`src/rtl/minmax_seq.sv`:
```
// ---------------------------------------------------------------------------
// minmax_seq
//   Tracks the minimum and maximum of a burst of unsigned 2-bit samples.
//   The first sample of a burst loads both min and max directly. Every later
//   sample goes through two compare cycles that share a single comparator mux:
//   first against the running minimum, then against the running maximum.
//
// Ports
//   clk          single clock, rising-edge
//   reset        asynchronous, active-high
//   in_start     start-of-burst request (sampled only when idle)
//   in_len       burst length, 0 treated as 1 (sampled with in_start)
//   in_valid     qualifies in_data
//   in_data      2-bit unsigned sample
//   out_ready    sample is accepted this cycle when in_valid is high
//   out_busy     a burst is in progress
//   out_cmp_sel  shared comparator mux select (0 = less-than, 1 = greater-than)
//   out_min      running / final minimum
//   out_max      running / final maximum
//   out_done     one-cycle pulse when the result is final
// ---------------------------------------------------------------------------

// 2-bit strict less-than: lt = (a < b)
module minmax_lt2 (
    input  logic [1:0] a,
    input  logic [1:0] b,
    output logic       lt
);
    assign lt = (a < b);
endmodule

// 2-bit strict greater-than: gt = (a > b)
module minmax_gt2 (
    input  logic [1:0] a,
    input  logic [1:0] b,
    output logic       gt
);
    assign gt = (a > b);
endmodule

// 1-bit 2:1 mux: y = sel ? d1 : d0
module minmax_mux2 (
    input  logic sel,
    input  logic d0,
    input  logic d1,
    output logic y
);
    assign y = sel ? d1 : d0;
endmodule

// ---------------------------------------------------------------------------
// state     | meaning
// ----------+----------------------------------------------------------------
// S_IDLE    | waiting for in_start; latches burst length
// S_FIRST   | ready for the first sample; loads min and max directly
// S_WAIT    | ready for a later sample; latches it as candidate
// S_CMP_MIN | mux selects less-than; candidate replaces min if smaller
// S_CMP_MAX | mux selects greater-than; candidate replaces max if larger
// S_DONE    | one-cycle done pulse, then back to idle
// ---------------------------------------------------------------------------
module minmax_seq #(
    parameter int LEN_W = 4
) (
    input  logic             clk,
    input  logic             reset,
    input  logic             in_start,
    input  logic [LEN_W-1:0] in_len,
    input  logic             in_valid,
    input  logic [1:0]       in_data,
    output logic             out_ready,
    output logic             out_busy,
    output logic             out_cmp_sel,
    output logic [1:0]       out_min,
    output logic [1:0]       out_max,
    output logic             out_done
);

    typedef enum logic [2:0] {
        S_IDLE    = 3'd0,
        S_FIRST   = 3'd1,
        S_WAIT    = 3'd2,
        S_CMP_MIN = 3'd3,
        S_CMP_MAX = 3'd4,
        S_DONE    = 3'd5
    } state_t;

    state_t           state_q, state_d;
    logic [LEN_W-1:0] remaining_q, remaining_d;
    logic [1:0]       cand_q, cand_d;
    logic [1:0]       min_q, min_d;
    logic [1:0]       max_q, max_d;

    logic             cmp_lt;
    logic             cmp_gt;
    logic             cmp_sel;
    logic             cmp_hit;

    // Shared compare datapath: candidate is always operand A; the mux output
    // is the only signal allowed to drive min/max replacement.
    minmax_lt2 u_lt (
        .a  (cand_q),
        .b  (min_q),
        .lt (cmp_lt)
    );

    minmax_gt2 u_gt (
        .a  (cand_q),
        .b  (max_q),
        .gt (cmp_gt)
    );

    minmax_mux2 u_mux (
        .sel (cmp_sel),
        .d0  (cmp_lt),
        .d1  (cmp_gt),
        .y   (cmp_hit)
    );

    always_ff @(posedge clk or posedge reset) begin
        if (reset) begin
            state_q     <= S_IDLE;
            remaining_q <= '0;
            cand_q      <= '0;
            min_q       <= '0;
            max_q       <= '0;
        end else begin
            state_q     <= state_d;
            remaining_q <= remaining_d;
            cand_q      <= cand_d;
            min_q       <= min_d;
            max_q       <= max_d;
        end
    end

    always_comb begin
        state_d     = state_q;
        remaining_d = remaining_q;
        cand_d      = cand_q;
        min_d       = min_q;
        max_d       = max_q;
        out_ready   = 1'b0;
        out_busy    = 1'b1;
        cmp_sel     = 1'b0;
        out_done    = 1'b0;

        case (state_q)
            S_IDLE: begin
                out_busy = 1'b0;
                if (in_start) begin
                    // A zero length still produces a one-sample burst.
                    remaining_d = (in_len == '0) ? LEN_W'(1) : in_len;
                    state_d     = S_FIRST;
                end
            end

            S_FIRST: begin
                out_ready = 1'b1;
                if (in_valid) begin
                    min_d       = in_data;
                    max_d       = in_data;
                    remaining_d = remaining_q - LEN_W'(1);
                    state_d     = (remaining_q == LEN_W'(1)) ? S_DONE : S_WAIT;
                end
            end

            S_WAIT: begin
                out_ready = 1'b1;
                if (in_valid) begin
                    cand_d  = in_data;
                    state_d = S_CMP_MIN;
                end
            end

            S_CMP_MIN: begin
                cmp_sel = 1'b0;
                if (cmp_hit) begin
                    min_d = cand_q;
                end
                state_d = S_CMP_MAX;
            end

            S_CMP_MAX: begin
                cmp_sel = 1'b1;
                if (cmp_hit) begin
                    max_d = cand_q;
                end
                remaining_d = remaining_q - LEN_W'(1);
                state_d     = (remaining_q == LEN_W'(1)) ? S_DONE : S_WAIT;
            end

            S_DONE: begin
                out_done = 1'b1;
                state_d  = S_IDLE;
            end

            default: begin
                out_busy = 1'b0;
                state_d  = S_IDLE;
            end
        endcase
    end

    assign out_cmp_sel = cmp_sel;
    assign out_min     = min_q;
    assign out_max     = max_q;

endmodule

```
`config.mk`:
```
export PLATFORM = sky130hd
export DESIGN_NAME = minmax_seq
export DESIGN_NICKNAME = d
export VERILOG_FILES = /design/src/rtl/minmax_seq.sv
export SDC_FILE = /design/constraint.sdc
export NUM_CORES = 1
export LEC_CHECK = 0
export ABC_AREA = 1
export CORE_ASPECT_RATIO = 0.9
export CORE_MARGIN = 1
export CORE_UTILIZATION = 45
export CTS_BUF_LIST = sky130_fd_sc_hd__clkbuf_4 sky130_fd_sc_hd__clkbuf_8 sky130_fd_sc_hd__clkbuf_16
export CTS_CLUSTER_SIZE = 30
export DETAILED_ROUTE_END_ITERATION = 8
export PLACE_DENSITY = 0.79
export SYNTH_ARGS = -nofsm -noshare
export SYNTH_HDL_FRONTEND = slang
export SYNTH_SLANG_ARGS = --single-unit
```
`constraint.sdc`:
```
create_clock -name clk -period 1.4 [get_ports clk]
set_clock_uncertainty 0.2 [all_clocks]
set_input_delay 0.42 -clock clk [delete_from_list [all_inputs] [get_ports clk]]
set_output_delay 0.42 -clock clk [all_outputs]
set_load 0.05 [all_outputs]
```
# Yosys cells after proc, flatten, opt, wreduce, memory -nomap -nowiden
# Cells that the tools add are included.
# totals
regBits	13
latch_bits	0
ram_bits	0
romBits	0
inputBits	10
n_memories	0
# op_classes
addsub	1
n_mul	0
n_div	0
n_lt_le_gt_ge	2
eq_ne	11
shift	0
n_mux	18
bitwise	0
n_reduce_logical	12
# op_table
operator	count
$pmux 3 s5	1
$mux 3	4
$mux 4	3
$pmux 4 s3	1
$reduce_and 3->1	4
$ne 2x2->1 const B	5
$pmux 2 s2	2
$eq 3x2->1 const B	2
$eq 3x3->1 const B	2
$mux 1	5
$reduce_or 5->1	1
$eq 4x1->1 const B	1
$logic_not 4->1	1
$mux 2	2
$reduce_bool 2->1	2
$sub 4x1->4 const B	1
$eq 3x1->1 const B	1
$logic_not 3->1	1
$reduce_bool 3->1	1
$gt 2x2->1	1
$lt 2x2->1	1
$reduce_and 2->1	1
$reduce_or 2->1	1

# Longest topological paths before layout
# logic_depth
ltp_word	5
mapped_depth	9
depth_no_buf	9

# Modules after synthesis
# Synthesis repeated with hierarchy kept, for this count alone.
# hier_totals
cells_unflattened	145
hier_area_um2	950.9
# modules_own_cells
mod	instances	cells_per_inst	area_per_inst_um2	seq_area_each_um2
minmax_seq	1	126	843.3	325.3
minmax_gt2	1	10	60.1	0.0
minmax_lt2	1	5	32.5	0.0
minmax_mux2	1	4	15.0	0.0

# Worst setup path before layout
# Ideal clock, no wire load.
# synth_path
path_kind	reg2out
from	register state_q[1]
to	output port out_done
arrival_time_ps	1203
t_required_ps	780
path_slack_ps	-423
path_stages_with_launch	4
path_cell_list	dfrtp_1 > inv_2 > nand2_2 > nor2_1
# synth_between
elab_chain_len	2
# synth_lines
item	line	text
from (decl)	87	state_t state_q, state_d;
from (signal assigned)	127	state_q <= state_d;
$eq 3x3->1	146	case (state_q)
$mux 1	146	
to (decl)	75	output logic out_done
# Every way passes these cells.

# Worst setup path after layout
# layout_path
from	register state_q[0]
to	output port out_busy
# layout_between
elab_chain_len	3
# layout_lines
item	line	text
$eq 3x3->1 (tied with other cells)	146	
$reduce_or 5->1 (no line) (*)	n/a	
$mux 1 (*)	146	
to (decl)	71	output logic out_busy,
# Every way passes the cells marked *; elsewhere a longest branch is shown, timed or not.

==> results.md <==
* Period utilization at 135%
* Highest-count cells in the layout ignoring fill and taps: nand2_1 (43), buf_4 (26), inv_1 (12)
* Post-Syn Instances at 137
* CP Class: reg2out
* Drt pass-1 iters at 4
* Largest net degree at the start of global routing at 14
* Post-DR wirelength/cell at 12.7 um
* # clock sinks at 13
* Via density at 5.08
* Final instance area at 1640 sq um
* # DRC at 0
* Final core occ at 84.1%
* Worst path max stage delay at 0.46 ns
* GRT overflow at 0
* Combinational power share at 77.9%
* Syn-to-layout area delta at 73.8%
* Sw Pwr at 2320 uW
* Starting Density at 48.4%
* Global-route wire length before repair at 4.51 mm
* Violated checks: setup timing
* IO Port Bufs at 17
* Num CTS Buffers at 3
* Clock Tree Root: clkbuf_4
* Iteration-0 DRC Markers at 34
* WL met2 at 1.40 mm
* Minimum clock period at 1.89 ns
* Syn_nets at 152
* CP startpoint: state_q[0]
* Placed Cells at 199
* Cell Chain, Critical Path: nor2_4 -> nand2_2 -> o21a_4 -> buf_12
* I/O pin count at 18
* Post-synth top area share at 34.4%
* Fill cells at 114
* DP Area at 1490 sq um
* Met1 Wirelength at 1.14 mm
* Leakage at 0.000852 uW
* Startpoint types: flop
* Fmax at 530 MHz
* Top Metal Used: met4
* Tightest Pin Transition at 0.270 ns
* Post-DP HPWL at 2.12 mm
* Slew HR at 82.0%
* Worst path bufs/invs at 1
* Worst setup margin at -0.486 ns
* RSZ-0062 raised after global routing: yes
* TritonCTS clock tree: built
* Ant diodes at 0
* Fraction of layout cells with a size suffix above 1 at 45.0%
* Register area share after synthesis at 34.4%
* Die area at 2290 sq um
* WL met3 at 94 um
* CP arrival at 1.27 ns
* Reg-to-Reg Start: state_q[0]
* Outcome: complete, but fails checks
* Worst hold path class: in2async
* H-tree level count at 1
* Synthesized area at 945 sq um
* Slowest CP cell: dfrtp_2
* Largest fanout on the critical path at 4
* Final hold viol count at 0
* CTS clk-pin slew, worst paths at 0.09 ns
* Maximum vdd drop at 0.00188 V
* WL final at 2.72 mm
* Non-Filler Instances at 214
* Detail Route Antenna Nets at 0
* Total GRT Usage at 27.3%
* Final Slew Violations at 0
* # setup viols final at 21
* Vias in the first global route at 1,040
* Num rows at 15
* Synth warnings at 0
* CP required at 0.78 ns
* Pwr/cell area at 2920 nW/um^2
* Commonest non-fill, non-tap cell in the layout: nand2_1
* Cell variety after synth at 17
* Area leader, netlist: dfrtp_1
* Max Cap Viol at 0
* Sw Share at 48.3%
* Critical path endpoint category: output port
* Clk buf depth at 2
* Clock share of power at 5.6%
* Flip-flop and latch count after synthesis at 13
* Syn avg cell area at 6.90 sq um
* Core ar. at 1950 sq um
* DIE WIDTH at 50.3 um
* CP top delay family: flip-flops
* GPL Wtd Cong at 0.859
* Top post-synthesis cells by area: dfrtp_1 (34%), nand2_1 (19%), ha_1 (6.6%), inv_1 (5.6%), nand2_2 (5.3%)
* Skew-Pair Late Insertion Delay at 0.29 ns
* Initial antenna violation count at 0
* Sequential share of power at 16.5%
* Die H at 45.5 um
* Internal power at 2480 uW
* DP Worst Slack at -0.363 ns
* Vias at 1,088
* NumNets Final at 205
[worst reg2reg max path, delay by kind of cell (launching register included)]
kind / cells / cell delay (ns)
flip-flops: 1 / 0.46
AND/OR/NAND/NOR: 6 / 0.53
buffers and inverters: 4 / 0.45
[layer usage]
layer,up-vias,track usage [%]
li1,534,-
met1,517,31.5
met2,28,49.6
met3,9,4.00
met4,0,14.4
met5,-,0
[power groups by stage]
stage	combinational, uW	clock, uW	sequential, uW
after floorplan	1750	0	971
after global placement	3200	0	773
after detailed placement	3350	0	796
after CTS	3610	266	787
after global routing	4030	287	805
final	3740	268	793
[through the flow]
step | total power (uW) | setup TNS (ns) | hold WS [ns]
after floorplan | 2730 | -0.842 | 0.0967
after global placement | 3970 | -3.01 | 0.300
after detailed placement | 4140 | -3.80 | 0.327
after CTS | 4670 | -4.79 | 0.231
after global routing | 5120 | -6.32 | 0.239
final | 4800 | -5.34 | 0.218
[registers in the layout (all words and copies together), names as in the netlist]
| register | cells |
|---|---|
| remaining_q | 4 |
| out_min | 2 |
| out_max | 2 |
| cand_q | 2 |
| state_q | 3 |
[cell families after synthesis]
logic type | synth area share [%]
compound gates | 12.1
xor+xnor | 0.927
fa+ha+maj | 6.62
buf+inv | 8.34
flops | 34.4
simple gates | 37.6
[synth_stat cells, drive strengths merged]
cell / count
a21oi: 8
dfrtp: 13
nand2: 55
nand3: 9
inv: 21
nor2: 13
xnor2: 1
ha: 5
o21a: 1
o21ai: 11
[what timing repair did]
item                                    in CTS  in global routing
pin swaps                                    2                  4
endpoints found under the setup margin      21                 21
hold buffers                                 0                  0
resized for setup                           13                  0
setup buffers                                7                  4
[layout make-up]
class,count,area (sq um),area share (%)
Sequential cell,13,332,20.2
Inverter,21,88.8,5.41
Timing Repair Buffer,48,519,31.6
Clock buffer,4,30.0,1.83
Tap cell,25,31.3,1.91
Multi-Input combinational cell,103,641,39.0
[worst paths after layout]
path / end / slack, ns / depth (start not counted)
max in group asynchronous: out_min[1] / 0.60 / 3
worst min-delay path: out_max[1] / 0.22 / 3
min in group clk: remaining_q[1] / 0.35 / 2
worst max-delay path: out_busy / -0.49 / 4
worst max register to register: remaining_q[1] / -0.29 / 10
worst min register to register: remaining_q[1] / 0.35 / 2
Power figures use the tool's default switching activity.
